## config.mk

```make
export PLATFORM = sky130hd
export DESIGN_NAME = pwm_fade_ctrl
export DESIGN_NICKNAME = d
export VERILOG_FILES = /design/src/rtl/pwm_pkg.sv /design/src/rtl/pwm_gen.sv /design/src/rtl/pwm_fade_ctrl.sv
export SDC_FILE = /design/constraint.sdc
export NUM_CORES = 1
export LEC_CHECK = 0
export ABC_AREA = 1
export ABC_CLOCK_PERIOD_IN_PS = 4700
export BUFFER_PORTS_ARGS = -buffer_cell sky130_fd_sc_hd__clkbuf_2
export CAP_MARGIN = 20
export CELL_PAD_IN_SITES_DETAIL_PLACEMENT = 1
export CELL_PAD_IN_SITES_GLOBAL_PLACEMENT = 1
export CORE_MARGIN = 4
export CORE_UTILIZATION = 35
export CTS_BUF_LIST = sky130_fd_sc_hd__clkbuf_8
export DETAILED_ROUTE_END_ITERATION = 7
export PLACE_DENSITY_LB_ADDON = 0.05
export SYNTH_ARGS = -nofsm -noshare
export SYNTH_HDL_FRONTEND = slang
export SYNTH_HIERARCHICAL = 1
export SYNTH_SLANG_ARGS = --single-unit
```

## constraint.sdc

```tcl
create_clock -name clock -period 4.7 [get_ports clock]
set_input_delay 0.94 -clock clock [delete_from_list [all_inputs] [get_ports clock]]
set_output_delay 0.94 -clock clock [all_outputs]
set_load 0.02 [all_outputs]
```

## src/rtl/pwm_pkg.sv

```systemverilog
// pwm_pkg: shared FSM state encoding and width defaults for the PWM fade controller.
package pwm_pkg;

  localparam int DUTY_W_DEF  = 32'd8;
  localparam int DWELL_W_DEF = 32'd16;

  typedef enum logic [1:0] {
    IDLE = 2'd0,
    RAMP = 2'd1,
    DONE = 2'd2
  } fade_state_e;

endpackage

```

## src/rtl/pwm_gen.sv

```systemverilog
// pwm_gen: free-running DUTY_W-bit counter compared against duty to form a registered PWM output.
module pwm_gen
  import pwm_pkg::*;
#(
  parameter int DUTY_W = DUTY_W_DEF
) (
  input  logic              clock,
  input  logic              reset_n,
  input  logic [DUTY_W-1:0] duty,
  output logic              pwm
);

  logic [DUTY_W-1:0] cnt_r;
  logic              pwm_r;

  // wrapping counter plus registered compare
  always_ff @(posedge clock) begin
    if (!reset_n) begin
      cnt_r <= {DUTY_W{1'b0}};
      pwm_r <= 1'b0;
    end else begin
      cnt_r <= cnt_r + {{(DUTY_W-1){1'b0}}, 1'b1};
      pwm_r <= (cnt_r < duty);
    end
  end

  assign pwm = pwm_r;

endmodule

```

## src/rtl/pwm_fade_ctrl.sv

```systemverilog
// pwm_fade_ctrl: ramps duty toward a target in clamped steps every dwell+1 clocks and drives pwm_gen.
// Define PWM_FADE_BREATHE_EN to bounce between the start duty and the target instead of finishing.
module pwm_fade_ctrl
  import pwm_pkg::*;
#(
  parameter int DUTY_W  = DUTY_W_DEF,
  parameter int DWELL_W = DWELL_W_DEF
) (
  input  logic               clock,
  input  logic               reset_n,
  input  logic               start,
  input  logic               stop,
  input  logic [DUTY_W-1:0]  target,
  input  logic [DUTY_W-1:0]  step,
  input  logic [DWELL_W-1:0] dwell,
  output logic [DUTY_W-1:0]  duty,
  output logic               busy,
  output logic               done,
  output logic               pwm
);

  fade_state_e        state_r;
  logic [DUTY_W-1:0]  duty_r;
  logic [DUTY_W-1:0]  target_r;
  logic [DUTY_W-1:0]  step_r;
  logic [DWELL_W-1:0] dwell_r;
  logic [DWELL_W-1:0] dwell_cnt_r;
  logic               busy_r;
  logic               done_r;
  logic [DUTY_W-1:0]  step_eff_s;
  logic [DUTY_W:0]    sum_s;
  logic [DUTY_W-1:0]  duty_next_s;
`ifdef PWM_FADE_BREATHE_EN
  logic [DUTY_W-1:0]  origin_r;
`endif

  // next duty value one step toward the latched target, clamped so it never passes it
  always_comb begin
    step_eff_s  = (step_r == {DUTY_W{1'b0}}) ? {{(DUTY_W-1){1'b0}}, 1'b1} : step_r;
    sum_s       = {1'b0, duty_r} + {1'b0, step_eff_s};
    duty_next_s = duty_r;
    if (duty_r < target_r) begin
      if (sum_s >= {1'b0, target_r}) begin
        duty_next_s = target_r;
      end else begin
        duty_next_s = sum_s[DUTY_W-1:0];
      end
    end else if (duty_r > target_r) begin
      if ((duty_r - target_r) <= step_eff_s) begin
        duty_next_s = target_r;
      end else begin
        duty_next_s = duty_r - step_eff_s;
      end
    end else begin
      duty_next_s = duty_r;
    end
  end

  // fade FSM; busy and done are registered views of the state one clock behind
  always_ff @(posedge clock) begin
    if (!reset_n) begin
      state_r     <= IDLE;
      duty_r      <= {DUTY_W{1'b0}};
      target_r    <= {DUTY_W{1'b0}};
      step_r      <= {DUTY_W{1'b0}};
      dwell_r     <= {DWELL_W{1'b0}};
      dwell_cnt_r <= {DWELL_W{1'b0}};
      busy_r      <= 1'b0;
      done_r      <= 1'b0;
`ifdef PWM_FADE_BREATHE_EN
      origin_r    <= {DUTY_W{1'b0}};
`endif
    end else begin
      busy_r <= (state_r != IDLE);
      done_r <= (state_r == DONE) && !stop;
      case (state_r)
        IDLE: begin
          // busy_r still high means the previous fade is only just retiring
          if (start && !stop && !busy_r) begin
            target_r    <= target;
            step_r      <= step;
            dwell_r     <= dwell;
            dwell_cnt_r <= dwell;
`ifdef PWM_FADE_BREATHE_EN
            origin_r    <= duty_r;
`endif
            state_r     <= (target == duty_r) ? DONE : RAMP;
          end else begin
            state_r <= IDLE;
          end
        end
        RAMP: begin
          if (stop) begin
            state_r <= IDLE;
          end else if (dwell_cnt_r != {DWELL_W{1'b0}}) begin
            dwell_cnt_r <= dwell_cnt_r - {{(DWELL_W-1){1'b0}}, 1'b1};
          end else begin
            duty_r      <= duty_next_s;
            dwell_cnt_r <= dwell_r;
            if (duty_next_s == target_r) begin
`ifdef PWM_FADE_BREATHE_EN
              target_r <= origin_r;
              origin_r <= target_r;
              state_r  <= RAMP;
`else
              state_r  <= DONE;
`endif
            end else begin
              state_r <= RAMP;
            end
          end
        end
        DONE: begin
          state_r <= IDLE;
        end
        default: begin
          state_r <= IDLE;
        end
      endcase
    end
  end

  assign duty = duty_r;
  assign busy = busy_r;
  assign done = done_r;

  pwm_gen #(
    .DUTY_W (DUTY_W)
  ) u_pwm_gen (
    .clock   (clock),
    .reset_n (reset_n),
    .duty    (duty_r),
    .pwm     (pwm)
  );

endmodule

```

== Yosys cells after proc, flatten, opt, wreduce, memory -nomap -nowiden ==
Index checks and enable logic that the tools add are counted.

* Register bits: 69
* Logic and storage cells: 57
* Output and inout bits: 11

* Equal/unequal tests: 7
* Reductions and logical operators: 13
* Bitwise operators: 2
* Multiplexer cells: 15
* Add/subtract/negate cells: 5
* Magnitude comparators: 5

{| class="wikitable"
|+ Operators by type and width
! cell !! count
|-
| two-way mux 16 bit || 3
|-
| two-way mux 8 bit || 5
|-
| case mux 16 bit (2 select lines) || 1
|-
| == test 8 bit || 2
|-
| < comparator 8 bit || 2
|-
| nonzero test 16 bit || 1
|-
| subtractor 16 x 1 -> 16 bit (second input constant) || 1
|-
| subtractor 8 bit || 2
|-
| two-way mux 2 bit || 5
|-
| adder 8 x 8 -> 9 bit || 1
|-
| greater-or-equal comparator 9 x 8 -> 1 bit || 1
|-
| adder 8 x 1 -> 8 bit (second input constant) || 1
|-
| > comparator 8 bit || 1
|-
| <= comparator 8 bit || 1
|-
| logical NOT 8 bit || 1
|-
| AND reduction 3 bit || 2
|-
| != test 2 bit (second input constant) || 2
|-
| case mux 2 bit (2 select lines) || 1
|-
| nonzero test 2 bit || 2
|-
| logical AND 1 bit || 3
|-
| != test 3 bit (second input constant) || 1
|-
| == test 2 x 1 -> 1 bit (second input constant) || 1
|-
| == test 2 bit (second input constant) || 1
|-
| logical NOT 1 bit || 2
|-
| 3 further kinds || 4
|}

== Longest topological paths before layout ==
* Word-level depth: 11
* Mapped depth: 30
* Depth with buffers taken out: 29

== Cells and area by module ==
Netlist, hierarchy kept.

{| class="wikitable"
|+ By module, submodules not included
! module !! sequential area each (um2) !! instances !! area an instance (um2) !! cells an instance
|-
| pwm_fade_ctrl || 1,201.2 || 1 || 4,849.7 || 753
|-
| pwm_gen || 180.2 || 1 || 543.0 || 74
|}

== Least setup slack after synthesis ==
Ideal clock, no wire load.

* Path kind: flip-flop to flip-flop
* Start point: register duty_r[1], in the netlist duty[1]
* End point: register state_r[0]
* Data required time: 4.590 ns
* Arrival: 3.371 ns
* Slack: 1.219 ns
* Setup time: 0.110 ns
* Stages on the path, launching flop included: 26
* Cell sequence: dfxtp_1 ha_1 nand2_1 o21ai_0 a21oi_1 o21bai_1 nand2_1 nand2_1 a21oi_1 xnor2_1 ha_1 nand2_1 nor2_1 nand4_1 nand2_1 o21ai_0 o21ai_1 nand2_1 nand2_1 nand2_1 nor2_1 nand3_1 nand2_1 nand3_1 nand2_1 inv_1

* Word-level cells in the longest chain between the ends: 10
* Elaborated cells on any way between the ends: 19
* Those cells by class: add/sub (3); order compare (4); eq/ne (2); mux (10)

{| class="wikitable"
|+ Ends and longest elaborated chain
! item !! line !! source
|-
| from (decl) || pwm_fade_ctrl.sv:23 || <nowiki>logic [DUTY_W-1:0] duty_r;</nowiki>
|-
| from (signal assigned) || pwm_fade_ctrl.sv:63 || <nowiki>duty_r <= {DUTY_W{1'b0}};</nowiki>
|-
| from (signal assigned) || pwm_fade_ctrl.sv:98 || <nowiki>duty_r <= duty_next_s;</nowiki>
|-
| subtractor 8 bit || pwm_fade_ctrl.sv:49 || <nowiki>if ((duty_r - target_r) <= step_eff_s) begin</nowiki>
|-
| <= comparator 8 bit || pwm_fade_ctrl.sv:49 ||
|-
| two-way mux 8 bit || pwm_fade_ctrl.sv:49 ||
|-
| two-way mux 8 bit || pwm_fade_ctrl.sv:48 || <nowiki>end else if (duty_r > target_r) begin</nowiki>
|-
| two-way mux 8 bit || pwm_fade_ctrl.sv:42 || <nowiki>if (duty_r < target_r) begin</nowiki>
|-
| == test 8 bit || pwm_fade_ctrl.sv:100 || <nowiki>if (duty_next_s == target_r) begin</nowiki>
|-
| two-way mux 2 bit || pwm_fade_ctrl.sv:100 ||
|-
| two-way mux 2 bit || pwm_fade_ctrl.sv:95 || <nowiki>end else if (dwell_cnt_r != {DWELL_W{1'b0}}) begin</nowiki>
|-
| two-way mux 2 bit || pwm_fade_ctrl.sv:93 || <nowiki>if (stop) begin</nowiki>
|-
| case mux 2 bit (2 select lines) * || pwm_fade_ctrl.sv:76 || <nowiki>case (state_r)</nowiki>
|-
| to (signal assigned) || pwm_fade_ctrl.sv:87 || <nowiki>state_r <= (target == duty_r) ? DONE : RAMP;</nowiki>
|-
| to (decl) || pwm_fade_ctrl.sv:22 || <nowiki>fade_state_e state_r;</nowiki>
|}

Every way passes the cells marked *; elsewhere a longest branch is shown, timed or not. The select of a mux whose other input is x is not followed.
A chain may end at the register's enable or synchronous reset.

== Final worst setup path ==
* Start point: register step_r[1]
* End point: register state_r[0]

* Word-level cells in the longest chain between the ends: 11
* Elaborated cells on any way between the ends: 15
* Those cells by class: add/sub (2); order compare (2); eq/ne (1); mux (9); reduce/logical (1)

{| class="wikitable"
|+ Ends and longest elaborated chain
! item !! line !! source
|-
| from (decl) || pwm_fade_ctrl.sv:25 || <nowiki>logic [DUTY_W-1:0] step_r;</nowiki>
|-
| from (signal assigned) || pwm_fade_ctrl.sv:65 || <nowiki>step_r <= {DUTY_W{1'b0}};</nowiki>
|-
| from (signal assigned) || pwm_fade_ctrl.sv:81 || <nowiki>step_r <= step;</nowiki>
|-
| logical NOT 8 bit || pwm_fade_ctrl.sv:39 || <nowiki>step_eff_s = (step_r == {DUTY_W{1'b0}}) ? {{(DUTY_W-1){1'b0}}, 1'b1} : step_r;</nowiki>
|-
| two-way mux 8 bit * || pwm_fade_ctrl.sv:39 ||
|-
| adder 8 x 8 -> 9 bit, or another cell as far along || pwm_fade_ctrl.sv:40 || <nowiki>sum_s = {1'b0, duty_r} + {1'b0, step_eff_s};</nowiki>
|-
| greater-or-equal comparator 9 x 8 -> 1 bit / two-way mux 8 bit (equally long branches) || pwm_fade_ctrl.sv:43, pwm_fade_ctrl.sv:49 ||
|-
| two-way mux 8 bit, on equally long branches || pwm_fade_ctrl.sv:43, pwm_fade_ctrl.sv:48 ||
|-
| two-way mux 8 bit * || pwm_fade_ctrl.sv:42 ||
|-
| == test 8 bit * || pwm_fade_ctrl.sv:100 ||
|-
| two-way mux 2 bit * || pwm_fade_ctrl.sv:100 ||
|-
| two-way mux 2 bit * || pwm_fade_ctrl.sv:95 ||
|-
| two-way mux 2 bit * || pwm_fade_ctrl.sv:93 ||
|-
| case mux 2 bit (2 select lines) * || pwm_fade_ctrl.sv:76 ||
|}

Marks and branches as above.

==> impl_results.md <==
- CTS Buffer Depth: 2
- Setup TNS: 0 ns
- Total grt overflow: 0
- MaxCap Viol Count: 0
- Pins Over Slew Limit: 0
- Met2 Track Usage GR: 0.363
- Dpl hpwl: ~14,000 um
- Synthesized cell area: 0.00539 mm^2
- CTS Hold Bufs: 0
- Global routing usage on met3: 0.0385
- Leak pwr: around 3.0 nW
- Mapped Cells: about 830
- Ratio of final minimum period to clock period: 0.895
- Top Ports: 47
- Worst-Margin Slew: 1.13 ns
- Clk root buf: clkbuf_8
- Largest net degree at the start of global routing: 34
- First-pass GRT wire length: between 20,000 and 30,000 um
- Dpl cell area: a little under 0.006 mm^2
- Dominant cells by area after synthesis: dfxtp_1 26%, nand2_1 12%, ha_1 12%, inv_1 8.0%, o21ai_0 6.8%
- Overall Global Routing Usage: 0.209
- H-tree depth: 3
- Core region area: ~0.015 mm^2
- Mux cell area share after synthesis: 0
- Largest family of logic cells by synthesized area: simple AND/OR/NAND/NOR gates
- Largest fanout on the critical path: 9
- Synth Area in Compound Gates: 0.177
- Skew-Pair Late Insertion Delay: 0.37 ns
- Synth Area in Adders: 0.127
- RSZ-0062 raised after global routing: no
- Sequential Area: ~0.0014 mm^2
- DR DRC count: 0
- Yosys warnings: 6
- Design area: approximately 0.006 mm^2
- Post-Synth Simple-Gate Area: 0.297
- Routed len/inst: ~17 um
- Peak VDD IR: 0.168 mV
- Cell taking the most area after synthesis: dfxtp_1
- Multi-input gate area: 0.00344 mm^2
- I/O Buffers: between 40 and 50
- Filler Cells Inserted: just under 2,000
- Critical Path Start Type: register
- CTS buffer count: 9
- Tmin final: 4.20 ns
- Synth unique cells: 45
- Pre-CTS WS: about 0.25 ns
- Initial antenna violation count: 0
- Met1 Use GR: 0.264
- P per Cell Area: roughly 350 mW/mm^2
- Rows: 45
- CP Class: reg -> reg
- Setup WS post-layout: just under 0.5 ns
- Fmax achieved: 238 MHz
- Drt first pass iters: 4
- Critical Path RT: around 5 ns
- Final setup viols: 0
- Die Width: around 130 um
- Clock tree from TritonCTS: yes
- Antenna Nets Post-Route: 0
- Layout cell share with drive strength beyond 1: 0.122
- CTS sink count: between 60 and 70
- Diode count: 0
- Net count after synthesis: slightly above 900
- Via count: 5,529
- Share of the synthesized area in the top cell type: 0.256
- Power consumption: around 0.0021 W
- Seq/Total Area, Yosys: 0.256
- CP arrival: between 4 and 5 ns
- Full die area: between 0.015 and 0.02 mm^2
- Path type of the worst min-delay path: reg -> reg
- Worst relative slew slack: 0.226
- Worst-case clock skew: between 0.008 and 0.009 ns
- Die Y: 132 um
- Status: finished clean
- Synth Register Bits: between 60 and 70
- GRT busiest layer: met2
- Iter 0 DRT Violations: ~220
- Via/cell ratio: about 5.2
- Initial Util: 0.356
- Setup crit end kind: register
- Gpl congestion: 0.846
- Drt total wl: between 15,000 and 20,000 um
- Post-Synth XOR/XNOR Area: 0.0357
- Synthesis-to-layout area growth: 12.3%
- Synthesized area per cell: ~6.5 um^2
- Number of global-route vias before repair: 5,732
- Final Hold Viols: 0
- Nets: approximately 960
- Clock transition at path regs: ~0.08 ns
-- cells by family after synthesis --
group                    count (synthesis)
AND/OR/NAND/NOR                        360
AO/OA/AOI/OAI                          174
buffers and inverters                  149
flip-flops                              69
adder cells (fa/ha/maj)                 53
XOR/XNOR                                22
-- cell usage after synthesis, drive strengths merged --
library cell	n
o221ai	4
nand4	10
or2	7
nor3	8
o211ai	4
inv	118
clkinv	3
nor3b	1
ha	50
nor4	3
xnor2	10
a41o	1
o21bai	4
a31oi	16
a21o	1
nand3b	4
a2111oi	1
a21oi	66
nor2	81
nand2	189
xor2	12
buf	6
and2	1
o31ai	1
nand3	56
a21boi	1
fa	3
dfxtp	69
clkbuf	22
o21ai	75
-- area by class of cell --
type / instances / area share
Timing Repair Buffer: 56 / 0.0504
Clock inverter: 5 / 0.0134
Inverter: 121 / 0.0760
Clock buffer: 11 / 0.0250
Sequential cell: 69 / 0.228
Multi-Input combinational cell: 609 / 0.568
Tap cell: 188 / 0.0388
-- final timing paths --
| path | cells after the start | startpoint | slack, ns | end |
|---|---|---|---|---|
| hold / removal | 2 | dwell_r[4] | 0.47 | dwell_r[4] |
| hold reg to reg | 2 | dwell_r[4] | 0.47 | dwell_r[4] |
| setup / recovery | 26 | step_r[1] | 0.50 | state_r[0] |
| setup reg to reg | 26 | step_r[1] | 0.50 | state_r[0] |
-- per-stage QoR --
step	cells	hold WS [ns]	utilization
final	1059	0.469	0.400
after global routing	1059	0.502	0.400
after CTS	1058	0.470	0.399
after detailed placement	1042	0.457	0.383
after global placement	1042	0.449	0.383
after floorplan	827	0.421	-
-- per-layer routing --
metal / wire length [um] / vias to the layer above
met1: 8290 / 2647
met4: 259 / 0
li1: - / 2771
met2: 8750 / 95
met5: 0 / -
met3: 715 / 16
-- cells in the final DEF (no fill, tap or decap), types with 12 or more instances in the layout --
cell type,netlist,final
dfxtp_1,69,69
nand2_1,179,178
o21ai_0,73,72
nor2_1,77,77
ha_1,50,50
inv_1,115,115
a21oi_1,65,65
a31oi_1,16,16
xor2_1,12,12
clkbuf_2,0,46
nand3_1,50,50
-- what timing repair did --
action	4_1_cts	5_1_grt
endpoints found under the setup margin	0	2
gates resized for setup	0	3
buffers inserted	0	1
-- state kept, by name, indices dropped and copies added, names as in the netlist --
name	cells
dwell_cnt_r	16
dwell_r	16
duty	8
step_r	8
target_r	8
u_pwm_gen/cnt_r	8
state_r	2
busy	1
done	1
u_pwm_gen/pwm	1
-- power breakdown --
part / switching (W) / internal, W / total (W) / leakage [nW]
clock: 0.000259 / 0.000329 / 0.000588 / 0.116
combinational: 0.000591 / 0.000301 / 0.000892 / 2.34
sequential: 0.0000379 / 0.000628 / 0.000666 / 0.566
total: 0.000888 / 0.00126 / 0.00215 / 3.03
-- worst max-delay path, stage by stage (launching register included) --
cell	delay, ns
dfxtp_1	0.38
nor4_1	0.32
a41o_1	0.36
ha_1	0.26
fa_1	0.24
nand3_1	0.11
nand2_2	0.11
a31oi_1	0.10
xor2_1	0.19
ha_1	0.33
nand2_1	0.10
nor3_1	0.22
nand2_1	0.10
nand3_1	0.09
nand2_1	0.14
nand2_4	0.18
nand2_1	0.09
nand3_1	0.11
nand3_1	0.09
nand2_1	0.07
nand2_1	0.05
nor2_2	0.14
nand3_1	0.09
nand2_1	0.06
nand3_1	0.06
nand2_1	0.06
inv_1	0.05
No activity file was read; power rests on OpenSTA's default activity.
